**src/rtl/spi_input_conditioner_if.sv**
```systemverilog
`default_nettype none
// ============================================================================
// Module      : spi_input_conditioner_if
// Description : Raw SPI pins in, conditioned levels and edge strobes out.
// Revision    : 1.0 - initial release
// ============================================================================
interface spi_input_conditioner_if;
    logic sclk_pin;
    logic cs_pin;
    logic mosi_pin;
    logic sclk_cond;
    logic sclk_posedge;
    logic sclk_negedge;
    logic cs_cond;
    logic cs_fall;
    logic cs_rise;
    logic mosi_cond;

    modport master (
        output sclk_pin, cs_pin, mosi_pin,
        input  sclk_cond, sclk_posedge, sclk_negedge,
        input  cs_cond, cs_fall, cs_rise, mosi_cond
    );

    modport slave (
        input  sclk_pin, cs_pin, mosi_pin,
        output sclk_cond, sclk_posedge, sclk_negedge,
        output cs_cond, cs_fall, cs_rise, mosi_cond
    );
endinterface
`default_nettype wire

```
**src/rtl/spi_input_conditioner.sv**
```systemverilog
`default_nettype none
// ============================================================================
// Module      : spi_input_conditioner
// Description : Synchronize, debounce and edge-detect SCLK, CS and MOSI.
// Revision    : 1.0 - initial release
// ============================================================================
module spi_input_conditioner #(
    parameter int COUNTER_WIDTH = 3,
    parameter int WAIT_TIME     = 3
) (
    input  wire logic              clk,
    input  wire logic              reset,
    spi_input_conditioner_if.slave bus
);

    // Channel order is {mosi, cs, sclk}; CS idles high so it resets to 1.
    localparam logic [2:0]               C_RST_LEVEL = 3'b010;
    localparam logic [COUNTER_WIDTH-1:0] C_WAIT      = COUNTER_WIDTH'(WAIT_TIME);

    logic [2:0]                    w_pin;
    logic [2:0]                    w_accept;
    logic [2:0]                    sync0_q;
    logic [2:0]                    sync1_q;
    logic [2:0]                    cond_q;
    logic [2:0][COUNTER_WIDTH-1:0] cnt_q;
    logic [2:0][COUNTER_WIDTH-1:0] cnt_d;
    logic [1:0]                    rise_q;
    logic [1:0]                    fall_q;

    assign w_pin = {bus.mosi_pin, bus.cs_pin, bus.sclk_pin};

    always_comb begin
        w_accept = '0;
        cnt_d    = cnt_q;
        for (int i = 0; i < 3; i++) begin
            if (sync1_q[i] == cond_q[i]) begin
                cnt_d[i] = '0;
            end else if (cnt_q[i] == C_WAIT) begin
                w_accept[i] = 1'b1;
                cnt_d[i]    = '0;
            end else begin
                cnt_d[i] = cnt_q[i] + 1'b1;
            end
        end
    end

    always_ff @(posedge clk) begin
        if (reset) begin
            sync0_q <= C_RST_LEVEL;
            sync1_q <= C_RST_LEVEL;
            cond_q  <= C_RST_LEVEL;
            cnt_q   <= '0;
            rise_q  <= '0;
            fall_q  <= '0;
        end else begin
            sync0_q <= w_pin;
            sync1_q <= sync0_q;
            cnt_q   <= cnt_d;
            cond_q  <= (cond_q & ~w_accept) | (sync1_q & w_accept);
            // MOSI is level-only, so strobes exist for sclk and cs alone.
            rise_q  <= w_accept[1:0] &  sync1_q[1:0];
            fall_q  <= w_accept[1:0] & ~sync1_q[1:0];
        end
    end

    assign bus.sclk_cond    = cond_q[0];
    assign bus.sclk_posedge = rise_q[0];
    assign bus.sclk_negedge = fall_q[0];
    assign bus.cs_cond      = cond_q[1];
    assign bus.cs_rise      = rise_q[1];
    assign bus.cs_fall      = fall_q[1];
    assign bus.mosi_cond    = cond_q[2];

endmodule
`default_nettype wire
```
**src/flat_wrapper.sv**
```systemverilog
// flat-port wrapper written by rule: the top's interface ports become plain ports
module spi_input_conditioner_flat 
#(
    parameter int COUNTER_WIDTH = 3,
    parameter int WAIT_TIME     = 3
)
  (clk, reset, bus_sclk_pin, bus_cs_pin, bus_mosi_pin, bus_sclk_cond, bus_sclk_posedge, bus_sclk_negedge, bus_cs_cond, bus_cs_fall, bus_cs_rise, bus_mosi_cond);
  spi_input_conditioner_if bus_i ();
  input  wire logic clk;
  input  wire logic reset;
  input wire logic [$bits(bus_i.sclk_pin)-1:0] bus_sclk_pin;
  input wire logic [$bits(bus_i.cs_pin)-1:0] bus_cs_pin;
  input wire logic [$bits(bus_i.mosi_pin)-1:0] bus_mosi_pin;
  output wire logic [$bits(bus_i.sclk_cond)-1:0] bus_sclk_cond;
  output wire logic [$bits(bus_i.sclk_posedge)-1:0] bus_sclk_posedge;
  output wire logic [$bits(bus_i.sclk_negedge)-1:0] bus_sclk_negedge;
  output wire logic [$bits(bus_i.cs_cond)-1:0] bus_cs_cond;
  output wire logic [$bits(bus_i.cs_fall)-1:0] bus_cs_fall;
  output wire logic [$bits(bus_i.cs_rise)-1:0] bus_cs_rise;
  output wire logic [$bits(bus_i.mosi_cond)-1:0] bus_mosi_cond;
  assign bus_i.sclk_pin = bus_sclk_pin;
  assign bus_i.cs_pin = bus_cs_pin;
  assign bus_i.mosi_pin = bus_mosi_pin;
  assign bus_sclk_cond = bus_i.sclk_cond;
  assign bus_sclk_posedge = bus_i.sclk_posedge;
  assign bus_sclk_negedge = bus_i.sclk_negedge;
  assign bus_cs_cond = bus_i.cs_cond;
  assign bus_cs_fall = bus_i.cs_fall;
  assign bus_cs_rise = bus_i.cs_rise;
  assign bus_mosi_cond = bus_i.mosi_cond;
  spi_input_conditioner #(.COUNTER_WIDTH(COUNTER_WIDTH), .WAIT_TIME(WAIT_TIME)) u_core (.clk(clk), .reset(reset), .bus(bus_i));
endmodule
```
**config.mk**
```make
export PLATFORM = sky130hd
export DESIGN_NAME = spi_input_conditioner_flat
export DESIGN_NICKNAME = d
export VERILOG_FILES = /design/src/rtl/spi_input_conditioner_if.sv /design/src/rtl/spi_input_conditioner.sv /design/src/flat_wrapper.sv
export SDC_FILE = /design/constraint.sdc
export NUM_CORES = 1
export LEC_CHECK = 0
export CAP_MARGIN = 20
export CORE_ASPECT_RATIO = 0.75
export CORE_MARGIN = 1
export CORE_UTILIZATION = 40
export DETAILED_ROUTE_END_ITERATION = 10
export GPL_TIMING_DRIVEN = 0
export PLACE_DENSITY = 0.59
export SLEW_MARGIN = 20
export SYNTH_ARGS = -nofsm -noshare
export SYNTH_HDL_FRONTEND = slang
export SYNTH_SLANG_ARGS = --single-unit
```
**constraint.sdc**
```tcl
create_clock -name clk -period 1.9 [get_ports clk]
set_input_delay 0.475 -clock clk [delete_from_list [all_inputs] [get_ports clk]]
set_output_delay 0.475 -clock clk [all_outputs]
set_load 0.02 [all_outputs]
```
==> flow_summary.yaml <==
status:
  outcome: "complete, no violations"
cts:
  cts_root_buf: "clkbuf_4"
  cts_tree: "done"
  clock-sinks: 22
  worstSkewPairLatency_ps: 290
  htreeDepth: 1
  holdBufCountCts: 0
  numCtsBuffers: 3
  post_cts_buffers: 0
  clk_pin_slew_worst_paths_ps: 100
  cts_resized: 0
  cts.path.max_buffers: 2
cells_and_area:
  stdcell_area_um2: 936
  area_delta_synth_final_pct: 20.6
  multi_input_area_um2: 314
  drive_gt1_share_pct: 18.7
  seqCellArea_um2: 440
  final_nets: 88
  antenna_cells: 0
  fillers: 163
synthesis:
  synth_seq_cells: 22
  synth_area_leader_cell: "dfxtp_1"
  postSynthCellCount: 61
  yosysMostFrequentCell: "dfxtp_1"
  synth_area_um2: 776
  ys_top_cells_by_count: "dfxtp_1 (22), ha_1 (6), nor4_1 (6)"
  synth-edff-count: 0
  syn_area_per_cell_um2: 12.7
  synthTopCellsByArea: "dfxtp_1 (57%), ha_1 (9.7%), and4bb_2 (6.5%)"
  synth_fp_nets: 72
  yosysSeqAreaShare_pct: 56.8
  yosys_warnings: 0
  synth_top_area_share_pct: 56.8
  async_reset_ff_share_pct: 0
  ys_types: 13
  synthFlopType: "dfxtp_1"
sta:
  worst_slack_ps: 73.9
  post-route-min-period_ps: 1830
  setup_viol_count_final: 0
  slew_headroom_pct: 80.1
  finClkSkew_ps: 2.04
  finalCritPeriodShare_pct: 96.1
  fmax_mhz: 548
  rsz0062_at_grt: "no"
  holdWs_ps: 421
  finalHoldViolations: 0
  slew_viol_final: 0
  worstMarginPinSlew_ps: 297
  finalSetupTns_ps: 0
routing:
  postRouteAntennaNets: 0
  drtIter0Drc: 5
  vias: 461
  wirelength_um: 1050
  via_per_inst: 4.75
  wl_per_cell_um: 10.8
  drc: 0
  dr.pass1.iters: 4
grt:
  grt_max_degree: 12
  grt-ovfl-total: 0
  grt_pass1_wl_um: 1680
  grt_use_total_pct: 11.8
  grt_pass1_vias: 391
  antenna_found_initial: 0
die:
  die_w_um: 52.9
  row_count: 13
  core-area_mm2: 0.00177
  start_util_pct: 43.8
  die_h_um: 40.1
  dieArea_mm2: 0.00212
  io_pins: 12
placement:
  gp_congestion: 0.642
  dpl_worst_slack_ps: 330
  placed_cell_area_um2: 913
  dp_hpwl_um: 757
  io_buffer_count: 11
worst_setup_path:
  critPathSlowestCell: "clkdlybuf4s50_1"
  cp_cell_sequence: "clkdlybuf4s50_1"
  crit_fanout: 5
  end_kind: "primary output"
  start_kind: "register"
  rrSetupSlack_ps: 710
  cp_num_buf_inv: 1
  cpPeakStageDelay_ps: 640
  path_class: "register to primary output"
  r2r_cells: 3
  cp.arrival_ps: 1350
  path_delay_family: "buffers and inverters"
  critPathRequiredTime_ps: 1420
  timing.rr.start: "u_core.cnt_q[3]"
worst_hold_path:
  min_to: "u_core.sync1_q[1]"
  min_from: "u_core.sync0_q[1]"
  whs_path_depth: 1
  hold_path_class: "register to register"
power:
  ir_worst_vdd_mv: 0.530
  p_leak_nw: 0.343
  powerDensity_mw_per_mm2: 743
run:
  maxCapViolations: 0
-- logic make-up after synthesis --
group                      Yosys count  share of synthesized area, %
and+or+nand+nor                     22                          23.7
muxes                                2                          2.58
xor gates and xnor gates             3                          3.39
adders and majority gates            6                          9.68
DFF                                 22                          56.8
AOI/OAI and AO/OA                    1                          1.13
buffers and inverters                5                          2.74
-- metrics by stage --
step	cells	total power, W	util (%)
after floorplan	61	0.000500	-
after global placement	94	0.000512	51.5
after detailed placement	94	0.000512	51.5
after CTS	97	0.000708	52.8
after global routing	97	0.000728	52.8
final	97	0.000696	52.8
-- placed cells by master (no fill, tap or decap) --
master	n
nor4_1	6
nor2_1	2
dfxtp_1	22
mux2i_1	2
inv_1	3
nor2b_1	5
clkbuf_4	3
ha_1	6
clkdlybuf4s50_1	11
xnor2_1	3
and4bb_2	4
a211o_1	1
buf_2	2
or2_2	2
nor4b_2	3
-- how the worst max path moves through the flow --
stage                                from          endpoint  slack, ps  cells past startpoint
after floorplan           u_core.cnt_q[3]          register        780                      3
after global placement              reset  u_core.fall_q[0]        330                      3
after detailed placement            reset  u_core.rise_q[0]        330                      3
after CTS                        register     bus_sclk_cond         60                      1
after global routing             register     bus_sclk_cond         20                      1
final                            register     bus_sclk_cond         70                      1
-- where the power goes --
group / internal (W) / switching [W] / total, W / leakage [nW]
Clock: 0.0000738 / 0.000121 / 0.000194 / 0.0138
Sequential: 0.000469 / 0.00000382 / 0.000473 / 0.179
Combinational: 0.0000165 / 0.0000121 / 0.0000286 / 0.150
-- layout make-up --
| cell class | count | area share [%] |
|---|---|---|
| tap | 22 | 2.94 |
| sequential | 22 | 47.1 |
| inverter | 3 | 1.20 |
| multi-input combinational | 34 | 33.6 |
| buffer | 2 | 1.07 |
| clock buffer | 3 | 2.41 |
| timing repair buffer | 11 | 11.8 |
-- metal layers --
layer / wire [um] / track usage [%]
met1: 575 / 14.8
met2: 405 / 16.8
met3: 61 / 6.82
met4: 7 / 3.95
met5: 0 / 0
Power figures use the tool's default switching activity.
